==> src/rtl/sub_i8_share_ctrl.sv <==
// Round-robin front end that time-shares one subtract unit among N requesters.
// Tags ride a latency-matched pipe so each result returns with its requester index.
module sub_i8_share_ctrl #(
  parameter int unsigned N   = 4,
  parameter int unsigned W   = 8,
  parameter int unsigned LAT = 0,
  localparam int unsigned IdW = (N > 1) ? $clog2(N) : 1
) (
  input  logic             clock,
  input  logic             reset,
  input  logic             en,
  input  logic [N-1:0]     req_valid,
  input  logic [N*W-1:0]   req_a,
  input  logic [N*W-1:0]   req_b,
  output logic [N-1:0]     req_ready,
  output logic [W-1:0]     sub_a,
  output logic [W-1:0]     sub_b,
  input  logic [W-1:0]     sub_y,
  output logic             rsp_valid,
  output logic [IdW-1:0]   rsp_id,
  output logic [W-1:0]     rsp_y,
  output logic             busy
);

  logic [IdW-1:0] ptr_q, ptr_d;
  logic [IdW-1:0] grant_id, scan_id;
  logic           grant_vld;
  logic           hs;
  logic [W-1:0]   op_a, op_b;

  logic [LAT:0]   tag_vld_q;
  logic [IdW-1:0] tag_id_q [LAT+1];

  // First valid requester at or after the pointer, wrapping mod N.
  always_comb begin
    grant_vld = 1'b0;
    grant_id  = '0;
    scan_id   = '0;
    for (int unsigned k = 0; k < N; k++) begin
      scan_id = IdW'((32'(ptr_q) + k) % N);
      if (!grant_vld && req_valid[scan_id]) begin
        grant_vld = 1'b1;
        grant_id  = scan_id;
      end
    end
    hs        = en & ~reset & grant_vld;
    req_ready = '0;
    if (hs) begin
      req_ready[grant_id] = 1'b1;
    end
    ptr_d = (grant_id == IdW'(N - 1)) ? '0 : grant_id + IdW'(1);
    op_a  = req_a[32'(grant_id) * W +: W];
    op_b  = req_b[32'(grant_id) * W +: W];
  end

  always_ff @(posedge clock) begin
    if (reset) begin
      ptr_q     <= '0;
      sub_a     <= '0;
      sub_b     <= '0;
      rsp_valid <= 1'b0;
      rsp_id    <= '0;
      rsp_y     <= '0;
      tag_vld_q <= '0;
      for (int i = 0; i <= int'(LAT); i++) begin
        tag_id_q[i] <= '0;
      end
    end else begin
      if (hs) begin
        sub_a <= op_a;
        sub_b <= op_b;
        ptr_q <= ptr_d;
      end
      tag_vld_q[0] <= hs;
      tag_id_q[0]  <= grant_id;
      for (int i = 1; i <= int'(LAT); i++) begin
        tag_vld_q[i] <= tag_vld_q[i-1];
        tag_id_q[i]  <= tag_id_q[i-1];
      end
      // Last tag stage lines up with sub_y being valid for that op.
      rsp_valid <= tag_vld_q[LAT];
      if (tag_vld_q[LAT]) begin
        rsp_id <= tag_id_q[LAT];
        rsp_y  <= sub_y;
      end
    end
  end

  assign busy = |tag_vld_q;

endmodule

==> config.mk <==
export PLATFORM = sky130hd
export DESIGN_NAME = sub_i8_share_ctrl
export DESIGN_NICKNAME = d
export VERILOG_FILES = /design/src/rtl/sub_i8_share_ctrl.sv
export SDC_FILE = /design/constraint.sdc
export NUM_CORES = 1
export LEC_CHECK = 0
export BUFFER_PORTS_ARGS = -buffer_cell sky130_fd_sc_hd__buf_2
export CAP_MARGIN = 10
export CELL_PAD_IN_SITES_DETAIL_PLACEMENT = 1
export CELL_PAD_IN_SITES_GLOBAL_PLACEMENT = 1
export CORE_MARGIN = 2
export CORE_UTILIZATION = 29
export CTS_CLUSTER_SIZE = 28
export DETAILED_ROUTE_END_ITERATION = 10
export GPL_TIMING_DRIVEN = 0
export PLACE_DENSITY = 0.86
export SLEW_MARGIN = 0
export SYNTH_ARGS = -nofsm -noshare
export SYNTH_HDL_FRONTEND = slang
export SYNTH_SLANG_ARGS = --single-unit
==> constraint.sdc <==
create_clock -name clock -period 2.3 [get_ports clock]
set_clock_uncertainty 0.05 [all_clocks]
set_input_delay 0.46 -clock clock [delete_from_list [all_inputs] [get_ports clock]]
set_output_delay 0.46 -clock clock [all_outputs]
set_load 0.01 [all_outputs]
==> results of run 1 <==
## flip-flops by register name (all words and copies together), names as in the netlist
register   count
sub_b          8
rsp_id         2
busy           1
sub_a          8
rsp_valid      1
tag_id_q       2
ptr_q          2
rsp_y          8
## power by group through the flow
| stage | combinational, W | sequential, W | clock, W |
|---|---|---|---|
| global placement | 0.000419 | 0.000646 | 0 |
| global route | 0.000497 | 0.000642 | 0.000562 |
| floorplan | 0.000237 | 0.000669 | 0 |
| CTS | 0.000443 | 0.000636 | 0.000541 |
| finish | 0.000453 | 0.000637 | 0.000522 |
| detailed placement | 0.000431 | 0.000648 | 0 |
## area by class of cell
class | count | area share (%)
buffer | 8 | 3.74
clock buffer | 6 | 3.01
clock inverter | 2 | 1.45
inverter | 4 | 0.623
multi-input combinational | 111 | 35.6
sequential | 32 | 26.6
tap | 72 | 3.74
timing repair buffer | 116 | 25.2
## kinds of logic after synthesis
logic type,after synthesis,synth area share [%]
AOI/OAI and AO/OA,23,12.5
adders and majority gates,1,0.784
buffers and inverters,14,7.53
DFF,32,40.2
muxes,43,27.0
and+or+nand+nor,44,12.1
## final timing paths
check / startpoint / to / slack [ns] / depth (start not counted)
worst max register to register: ptr_q[1] / sub_a[3] / 0.40 / 8
worst max-delay path: req_valid[0] / req_ready[2] / 0.07 / 7
worst min register to register: sub_a[4] / sub_a[4] / 0.42 / 2
worst min-delay path: sub_y[0] / rsp_y[0] / 0.37 / 3
## routing by layer
| layer | up-vias | wire [µm] | track usage, % |
|---|---|---|---|
| met2 | 57 | 2740 | 32.5 |
| met4 | 0 | 100 | 5.61 |
| met3 | 8 | 256 | 3.79 |
| met1 | 751 | 1990 | 18.6 |
| met5 | - | 0 | 0 |
| li1 | 807 | - | - |
## timing repair
action	CTS	global route
pin swaps	1	3
endpoints found under the setup margin	3	4
gates resized for setup	6	1
setup buffers	3	3
gates cloned	0	0
## worst max-delay path, stage by stage
cell and delay (ns):
sky130_fd_sc_hd__buf_2 0.15, sky130_fd_sc_hd__o41ai_4 0.42, sky130_fd_sc_hd__nor2_2 0.14, sky130_fd_sc_hd__nand2_4 0.16
sky130_fd_sc_hd__buf_4 0.20, sky130_fd_sc_hd__nor2_1 0.05, sky130_fd_sc_hd__buf_2 0.13
## through the flow
stage / power (W) / util [%] / setup WS (ns) / std cells
2_1_floorplan: 0.000905 / - / 0.320 / 157
3_3_place_gp: 0.00106 / 41.4 / -0.142 / 339
3_5_place_dp: 0.00108 / 41.4 / -0.157 / 339
4_1_cts: 0.00162 / 44.0 / 0.0496 / 349
5_1_grt: 0.00170 / 44.6 / -0.0189 / 351
6_report: 0.00161 / 44.6 / 0.0693 / 351
## placed cells by master (no fill, tap or decap)
cell	count
sky130_fd_sc_hd__o41ai_4	1
sky130_fd_sc_hd__inv_2	1
sky130_fd_sc_hd__ha_1	1
sky130_fd_sc_hd__o22a_2	1
sky130_fd_sc_hd__nand2b_1	1
sky130_fd_sc_hd__buf_12	4
sky130_fd_sc_hd__dfxtp_1	31
sky130_fd_sc_hd__and2_1	1
sky130_fd_sc_hd__nor2_1	17
sky130_fd_sc_hd__a21o_1	1
sky130_fd_sc_hd__nand2_1	18
sky130_fd_sc_hd__nand2b_4	1
sky130_fd_sc_hd__o22ai_1	1
sky130_fd_sc_hd__a21oi_1	2
sky130_fd_sc_hd__bufinv_16	1
sky130_fd_sc_hd__nand2_4	2
sky130_fd_sc_hd__clkbuf_8	5
sky130_fd_sc_hd__nor2b_1	3
sky130_fd_sc_hd__buf_4	8
sky130_fd_sc_hd__inv_1	3
sky130_fd_sc_hd__o221ai_1	16
sky130_fd_sc_hd__nor2_2	1
sky130_fd_sc_hd__buf_2	110
sky130_fd_sc_hd__dfxtp_2	1
sky130_fd_sc_hd__clkinv_2	1
sky130_fd_sc_hd__buf_1	1
sky130_fd_sc_hd__clkbuf_1	2
sky130_fd_sc_hd__mux2i_1	43
sky130_fd_sc_hd__a211o_1	1
==> impl_metrics.env, run 1 <==
export IMPL_post_dp_hpwl_mm=4.01
export IMPL_io_pin_count=111
export IMPL_clock_latency_ns=0.27
export IMPL_synth_area_per_cell_um2=10.2
export IMPL_grt_antenna_before_repair=0
export IMPL_worstSetupPathType="in2out"
export IMPL_cts_inserted_buffers=5
export IMPL_numPortBuffers=110
export IMPL_ys_seq_elements=32
export IMPL_seq_power_share_pct=39.5
export IMPL_cp_arrival_ns=1.72
export IMPL_grt_remaining_overflow=0
export IMPL_cts_htree_levels=2
export IMPL_dpl_cell_area_mm2=0.00224
export IMPL_die_x_um=78.2
export IMPL_post_synth_most_frequent_cells="sky130_fd_sc_hd__mux2i_1 (43), sky130_fd_sc_hd__dfxtp_1 (32), sky130_fd_sc_hd__nand2_1 (18)"
export IMPL_worst_endpoint_required_ns=1.79
export IMPL_synth_top_area_cell="sky130_fd_sc_hd__dfxtp_1"
export IMPL_finalWeightedCongestion=0.751
export IMPL_cellPowerDensity_mw_per_mm2=669
export IMPL_grt_first_pass_wirelength_mm=8.25
export IMPL_num_antenna_cells=0
export IMPL_total_switching_power_w=0.000444
export IMPL_tritoncts="built"
export IMPL_power_internal_w=0.00117
export IMPL_route_antenna_remaining_nets=0
export IMPL_synthArstFlopShare_pct=0
export IMPL_row_count=27
export IMPL_vdd_drop_max_mv=0.302
export IMPL_fmaxAchievable_mhz=448
export IMPL_swShare_pct=27.5
export IMPL_crit_path_end_kind="output port"
export IMPL_timing_final_crit_share_pct=97.0
export IMPL_cts_root_buffer_cell="sky130_fd_sc_hd__clkbuf_8"
export IMPL_power_frac_comb_pct=28.1
export IMPL_timing_hold_violations_final=0
export IMPL_nets=358
export IMPL_drt_first_pass_iters=4
export IMPL_stdcell_area_mm2=0.00241
export IMPL_timing_slew_headroom_pct=54.3
export IMPL_viasPerCell=4.62
export IMPL_hold_path_class="in2reg"
export IMPL_coreArea_mm2=0.00541
export IMPL_clockBufferDepth=2
export IMPL_synth_seq_area_share_pct=40.2
export IMPL_worstSetupStartpointType="primary input"
export IMPL_drt_total_wl_mm=5.08
export IMPL_first_iter_violations=58
export IMPL_netlist_area_mm2=0.00160
export IMPL_wire_per_inst_um=14.5
export IMPL_design_die_area_mm2=0.00611
export IMPL_net_count_after_synthesis=237
export IMPL_report_final_setup_viol=0
export IMPL_first_global_vias=1716
export IMPL_max_cap_violations=0
export IMPL_timing_final_crit_period_ns=2.23
export IMPL_initial_core_util_pct=29.5
export IMPL_finalSetupTns_ns=0
export IMPL_clock_power_share_pct=32.4
export IMPL_synth_top_area_cells="sky130_fd_sc_hd__dfxtp_1 (40%), sky130_fd_sc_hd__mux2i_1 (27%), sky130_fd_sc_hd__o221ai_1 (8.8%)"
export IMPL_holdBufCountCts=0
export IMPL_prevailing_post_synth_register_cell="sky130_fd_sc_hd__dfxtp_1"
export IMPL_cell_with_the_most_instances_after_synthesis="sky130_fd_sc_hd__mux2i_1"
export IMPL_status="completed"
export IMPL_tritoncts_num_sinks=32
export IMPL_routed_via_count=1623
export IMPL_layout_drive_gt1_share_pct=49.1
export IMPL_critical_path_max_fanout=10
export IMPL_synthToLayoutAreaGrowth_pct=51.1
export IMPL_layout_filler_cells=683
export IMPL_multi_input_comb_area_um2=858
export IMPL_die_h_um=78.2
export IMPL_max_slew_worst_pin_slew_ns=0.685
export IMPL_top_area_cell_type_share_of_the_netlist_area_pct=40.2
export IMPL_total_leakage_power_nw=1.22
export IMPL_global_route_usage_total_pct=17.1
export IMPL_hold_slack_ns=0.369
export IMPL_netlist_instances=157
export IMPL_drt_drc_violations_left=0
export IMPL_timing_final_max_slew_violations=0
export IMPL_synthDistinctLibCells=27
export IMPL_synth_enable_flop_cells=0
export IMPL_maximum_number_of_pins_on_one_net_before_global_route_repair=12
export IMPL_worst_setup_hold_path_clk_slew_ns=0.07
export IMPL_regArea_um2=642
export IMPL_synth_warnings=0
Power figures use the tool's default switching activity.
==> run 2, diff against run 1 <==
--- a/config.mk
+++ b/config.mk
@@ -9,6 +9,7 @@
 export CAP_MARGIN = 10
 export CELL_PAD_IN_SITES_DETAIL_PLACEMENT = 1
 export CELL_PAD_IN_SITES_GLOBAL_PLACEMENT = 1
+export CORE_ASPECT_RATIO = 1.2
 export CORE_MARGIN = 2
 export CORE_UTILIZATION = 29
 export CTS_CLUSTER_SIZE = 28
==> run 2 against run 1 <==
Compared with the run above:
- sequential power is essentially flat
- count of clock-buffer cells in the layout shrank 1
- first-iteration DRC count shrank 79%
- design area shrank 2.5%
- setup slack gained 0.014 ns
- largest power group unchanged
==> impl_metrics.env, run 2 (same netlist as run 1, synthesis figures left out) <==
export IMPL_post_place_ws_ns=-0.200
export IMPL_drt_total_wl_mm=4.77
export IMPL_fmaxAchievable_mhz=451
export IMPL_drt_drc_violations_left=0
export IMPL_top_regs="rsp_y (8), sub_a (8), sub_b (8)"
export IMPL_timing_rr_start="ptr_q[1]"
export IMPL_stdcell_area_mm2=0.00235
export IMPL_total_leakage_power_nw=1.19
export IMPL_tritoncts="built"
export IMPL_io_pin_count=111
export IMPL_hold_slack_ns=0.373
export IMPL_layout_cells_most_common_list="sky130_fd_sc_hd__buf_2 (110), sky130_fd_sc_hd__mux2i_1 (43), sky130_fd_sc_hd__dfxtp_1 (31)"
export IMPL_maximum_number_of_pins_on_one_net_before_global_route_repair=19
export IMPL_cts_htree_levels=2
export IMPL_drt_first_pass_iters=4
export IMPL_cell_count_along_the_critical_path=7
export IMPL_hold_path_class="in2reg"
export IMPL_die_x_um=71.7
export IMPL_viasPerCell=4.83
export IMPL_crit_path_max_delay_family="compound AO/OA/AOI/OAI gates"
export IMPL_tritoncts_num_sinks=32
export IMPL_synthToLayoutAreaGrowth_pct=47.3
export IMPL_wire_per_inst_um=14.1
export IMPL_vdd_drop_max_mv=0.351
export IMPL_finalWeightedCongestion=0.661
export IMPL_max_stage_delay_ns=0.37
export IMPL_status="completed"
export IMPL_worst_setup_hold_path_clk_slew_ns=0.07
export IMPL_post_dp_hpwl_mm=3.85
export IMPL_critical_path_max_fanout=3
export IMPL_setup_ws_ns=0.0833
export IMPL_grt_first_pass_wirelength_mm=7.67
export IMPL_num_antenna_cells=0
export IMPL_most_frequent_standard_cell_in_the_layout_excluding_fill_and_tap_cells="sky130_fd_sc_hd__buf_2"
export IMPL_report_final_setup_viol=0
export IMPL_routed_via_count=1632
export IMPL_cellPowerDensity_mw_per_mm2=638
export IMPL_coreArea_mm2=0.00530
export IMPL_clock_latency_ns=0.27
export IMPL_dpl_cell_area_mm2=0.00222
export IMPL_first_iter_violations=12
export IMPL_cell_with_the_largest_stage_delay_on_the_worst_path="sky130_fd_sc_hd__a211o_1"
export IMPL_worstSetupPathType="reg2out"
export IMPL_crit_path_end_kind="output port"
export IMPL_layout_drive_gt1_share_pct=49.3
export IMPL_timing_final_max_slew_violations=0
export IMPL_row_count=29
export IMPL_timing_hold_violations_final=0
export IMPL_layout_cells_non_filler=338
export IMPL_first_global_vias=1744
export IMPL_clockBufferDepth=2
export IMPL_cts_inserted_buffers=5
export IMPL_max_slew_worst_pin_slew_ns=0.654
export IMPL_cts_root_buffer_cell="sky130_fd_sc_hd__clkbuf_8"
export IMPL_timing_final_crit_share_pct=96.4
export IMPL_critical_path_reg2reg_endpoint="sub_b[5]"
export IMPL_unrepaired_setup_endpoints_after_global_routing="true"
export IMPL_worst_endpoint_required_ns=1.79
export IMPL_timing_slew_headroom_pct=56.4
export IMPL_nets=355
export IMPL_timing_critical_path_to="req_ready[3]"
export IMPL_place_detailed_instances=329
export IMPL_timing_critical_path_cells="buf_4 -> o22ai_1 -> a211o_1 -> inv_2 -> ha_1 -> and2_4 -> buf_2"
export IMPL_r2r_cells=8
export IMPL_route_antenna_remaining_nets=0
export IMPL_timing_final_crit_period_ns=2.22
export IMPL_numPortBuffers=110
export IMPL_design_die_area_mm2=0.00611
export IMPL_initial_core_util_pct=30.1
export IMPL_global_route_usage_total_pct=15.6
export IMPL_cp_arrival_ns=1.71
export IMPL_reg2reg_setup_slack_ns=0.49
export IMPL_grt_remaining_overflow=0
export IMPL_finalSetupTns_ns=0
export IMPL_max_cap_violations=0
export IMPL_worst_path_buf_inv=3
export IMPL_die_h_um=85.2
export IMPL_worst_setup_path_startpoint="ptr_q[0]"
export IMPL_grt_antenna_before_repair=0
export IMPL_worstSetupStartpointType="flop"
-- run 2: metrics by stage --
step / utilization (%) / total power [W]
floorplan: - / 0.000905
finish: 44.4 / 0.00150
global placement: 42.0 / 0.00106
global route: 44.4 / 0.00159
CTS: 44.0 / 0.00151
detailed placement: 42.0 / 0.00108
-- run 2: layout make-up --
class / instances / area (µm²)
sequential: 32 / 642
buffer: 7 / 82.6
clock inverter: 3 / 18.8
multi-input combinational: 111 / 865
tap: 62 / 77.6
clock buffer: 5 / 68.8
fill: 656 / 2950
timing repair buffer: 114 / 581
inverter: 4 / 15.0
-- run 2: how the worst min path moves through the flow --
stage | cells after the start | endpoint | slack [ns] | start
finish | 3 | rsp_y[3] | 0.37 | sub_y[3]
global route | 3 | rsp_y[2] | 0.37 | sub_y[2]
CTS | 3 | rsp_y[3] | 0.36 | sub_y[3]
detailed placement | 2 | sub_b[7] | 0.40 | sub_b[7]
global placement | 2 | sub_b[6] | 0.39 | sub_b[6]
floorplan | 2 | rsp_id[1] | 0.39 | tag_id_q[0][1]
-- run 2: timing repair --
item                                    in CTS  in global routing
setup buffers                                1                  3
hold buffers                                 0                  0
pin swaps                                    1                  1
hold endpoints to repair                     0                  0
resized for setup                            6                  3
endpoints found under the setup margin       4                  4
-- run 2: tightest hold or removal path: cells and delay by family --
kind	cells	cell delay, ns
buffers and inverters	1	0.08
AND/OR/NAND/NOR	1	0.07
multiplexers	1	0.06
-- run 2: routing by layer --
layer | global-route usage (%) | vias to the layer above | share of wire, %
met4 | 3.09 | 0 | 0.29
met3 | 4.28 | 2 | 6.6
met2 | 29.6 | 62 | 54
li1 | - | 798 | -
met5 | 0 | - | 0
met1 | 17.1 | 770 | 39
-- run 2: report_power, final --
| part | internal (W) | switching (W) |
|---|---|---|
| clock | 0.000211 | 0.000212 |
| sequential | 0.000609 | 0.0000267 |
| combinational | 0.000227 | 0.000215 |
==> run 3, diff against run 2 <==
==> constraint.sdc (replaced) <==
create_clock -name clock -period 2.2 [get_ports clock]
set_clock_uncertainty 0.05 [all_clocks]
set_input_delay 0.44 -clock clock [delete_from_list [all_inputs] [get_ports clock]]
set_output_delay 0.44 -clock clock [all_outputs]
set_load 0.01 [all_outputs]
==> run 3 against run 2 <==
Compared with the run above:
- combinational power up 11%
- design area up 4.2%
- critical path depth unchanged
- routed wire length up 4.2%
- largest cell class unchanged
- first-iteration DRC count up 67%
- worst hold slack worse by 0.020 ns
- final cell count up 2.1%
- power up 6.8%
==> impl_metrics.env, run 3 (same netlist as run 1, synthesis figures left out) <==
export IMPL_report_final_setup_viol=0
export IMPL_timing_final_max_slew_violations=0
export IMPL_tritoncts="built"
export IMPL_maximum_number_of_pins_on_one_net_before_global_route_repair=18
export IMPL_initial_core_util_pct=30.1
export IMPL_swShare_pct=30.6
export IMPL_worstSetupPathType="reg2out"
export IMPL_synthToLayoutAreaGrowth_pct=53.4
export IMPL_critical_path_max_fanout=4
export IMPL_vdd_drop_max_mv=0.362
export IMPL_viasPerCell=4.82
export IMPL_first_iter_violations=20
export IMPL_cellPowerDensity_mw_per_mm2=655
export IMPL_fmaxAchievable_mhz=457
export IMPL_grt_antenna_before_repair=0
export IMPL_tritoncts_num_sinks=32
export IMPL_timing_hold_violations_final=0
export IMPL_timing_critical_path_cells="nand2b_1 -> nor2b_1 -> o22a_2 -> buf_12 -> buf_4 -> nor2_1 -> buf_2"
export IMPL_clock_latency_ns=0.28
export IMPL_utilization_pct=46.2
export IMPL_post_dp_hpwl_mm=3.85
export IMPL_timing_final_crit_period_ns=2.19
export IMPL_worstSetupStartpointType="flop"
export IMPL_design_die_area_mm2=0.00611
export IMPL_route_antenna_remaining_nets=0
export IMPL_power_internal_w=0.00111
export IMPL_drt_first_pass_iters=3
export IMPL_worst_setup_hold_path_clk_slew_ns=0.07
export IMPL_cts_root_buffer_cell="sky130_fd_sc_hd__clkbuf_8"
export IMPL_die_x_um=71.7
export IMPL_global_route_usage_total_pct=15.8
export IMPL_clockBufferDepth=2
export IMPL_io_pin_count=111
export IMPL_seq_power_share_pct=41.5
export IMPL_layout_drive_gt1_share_pct=51.6
export IMPL_layout_cells_non_filler=345
export IMPL_cts_htree_levels=2
export IMPL_place_detailed_instances=329
export IMPL_row_count=29
export IMPL_power_frac_comb_pct=30.7
export IMPL_max_cap_violations=0
export IMPL_total_leakage_power_nw=1.23
export IMPL_routed_via_count=1664
export IMPL_timing_slew_headroom_pct=56.5
export IMPL_nets=362
export IMPL_cp_arrival_ns=1.70
export IMPL_top_regs="rsp_y (8), sub_a (8), sub_b (8)"
export IMPL_cts_inserted_buffers=5
export IMPL_drt_total_wl_mm=4.96
export IMPL_num_antenna_cells=0
export IMPL_layout_cells_most_common_list="sky130_fd_sc_hd__buf_2 (108), sky130_fd_sc_hd__mux2i_1 (43), sky130_fd_sc_hd__dfxtp_1 (30)"
export IMPL_power_w=0.00160
export IMPL_grt_first_pass_wirelength_mm=7.71
export IMPL_max_slew_worst_pin_slew_ns=0.652
export IMPL_stdcell_area_mm2=0.00245
export IMPL_grt_remaining_overflow=0
export IMPL_dpl_cell_area_mm2=0.00222
export IMPL_first_global_vias=1746
export IMPL_drt_drc_violations_left=0
export IMPL_worst_endpoint_required_ns=1.71
export IMPL_die_h_um=85.2
export IMPL_numPortBuffers=110
export IMPL_cell_with_the_largest_stage_delay_on_the_worst_path="sky130_fd_sc_hd__dfxtp_2"
export IMPL_wire_per_inst_um=14.4
export IMPL_unrepaired_setup_endpoints_after_global_routing="true"
export IMPL_hold_path_class="in2reg"
export IMPL_clock_power_share_pct=27.8
export IMPL_max_stage_delay_ns=0.33
export IMPL_coreArea_mm2=0.00530
export IMPL_holdBufCountCts=0
export IMPL_status="completed"
export IMPL_total_switching_power_w=0.000490
export IMPL_crit_path_end_kind="output port"
export IMPL_most_frequent_standard_cell_in_the_layout_excluding_fill_and_tap_cells="sky130_fd_sc_hd__buf_2"
export IMPL_timing_final_crit_share_pct=99.4
export IMPL_finalWeightedCongestion=0.661
run 3: changes by cell type in the layout (fill, tap and decap cells not counted), sizes merged:
cell and change:
buf +7
run 3: through the flow:
step | TNS [ns] | hold slack (ns) | worst slack (ns)
after global routing | -0.0589 | 0.353 | -0.0308
after global placement | -0.486 | 0.390 | -0.217
final | 0 | 0.352 | 0.0133
after CTS | 0 | 0.344 | 0.000887
after floorplan | 0 | 0.390 | 0.260
after detailed placement | -0.654 | 0.404 | -0.260
run 3: critical path, delay by kind of cell (launching register included):
| kind | cells | cell delay (ns) |
|---|---|---|
| AOI/OAI and AO/OA | 1 | 0.24 |
| and+or+nand+nor | 3 | 0.43 |
| DFF | 1 | 0.33 |
| buffers and inverters | 3 | 0.43 |
run 3: layer usage:
metal	up-vias	share of wire, %	global-route usage [%]
met5	-	0	0
met2	62	54	29.3
met3	2	5.9	4.28
li1	814	-	-
met4	0	0.28	3.09
met1	786	39	17.9
run 3: final timing paths:
kind,depth (start not counted),endpoint,slack [ns],start
max,7,req_ready[0],0.01,ptr_q[0]
min,3,rsp_y[3],0.35,sub_y[3]
max reg2reg,8,sub_a[1],0.34,ptr_q[1]
min reg2reg,2,sub_a[3],0.42,sub_a[3]
run 3: timing repair:
| item | CTS | global route |
|---|---|---|
| pin swaps | 2 | 3 |
| gates cloned | 0 | 0 |
| endpoints found under the setup margin | 4 | 4 |
| buffers inserted | 4 | 6 |
| resized for setup | 7 | 11 |
run 3: cell type report:
class | count | area (µm²)
flip-flops and latches | 32 | 643
multi-input cells | 111 | 888
fillers | 654 | 2850
plain buffers | 8 | 93.8
clock inverters | 3 | 18.8
clock buffers | 5 | 68.8
repair buffers | 120 | 642
inverters | 4 | 15.0
well taps | 62 | 77.6
run 3: power by group through the flow:
stage	clock network, W	logic (W)	registers [W]
floorplan	0	0.000247	0.000699
global placement	0	0.000435	0.000676
detailed placement	0	0.000452	0.000677
CTS	0.000460	0.000469	0.000664
global route	0.000494	0.000534	0.000672
finish	0.000446	0.000492	0.000665
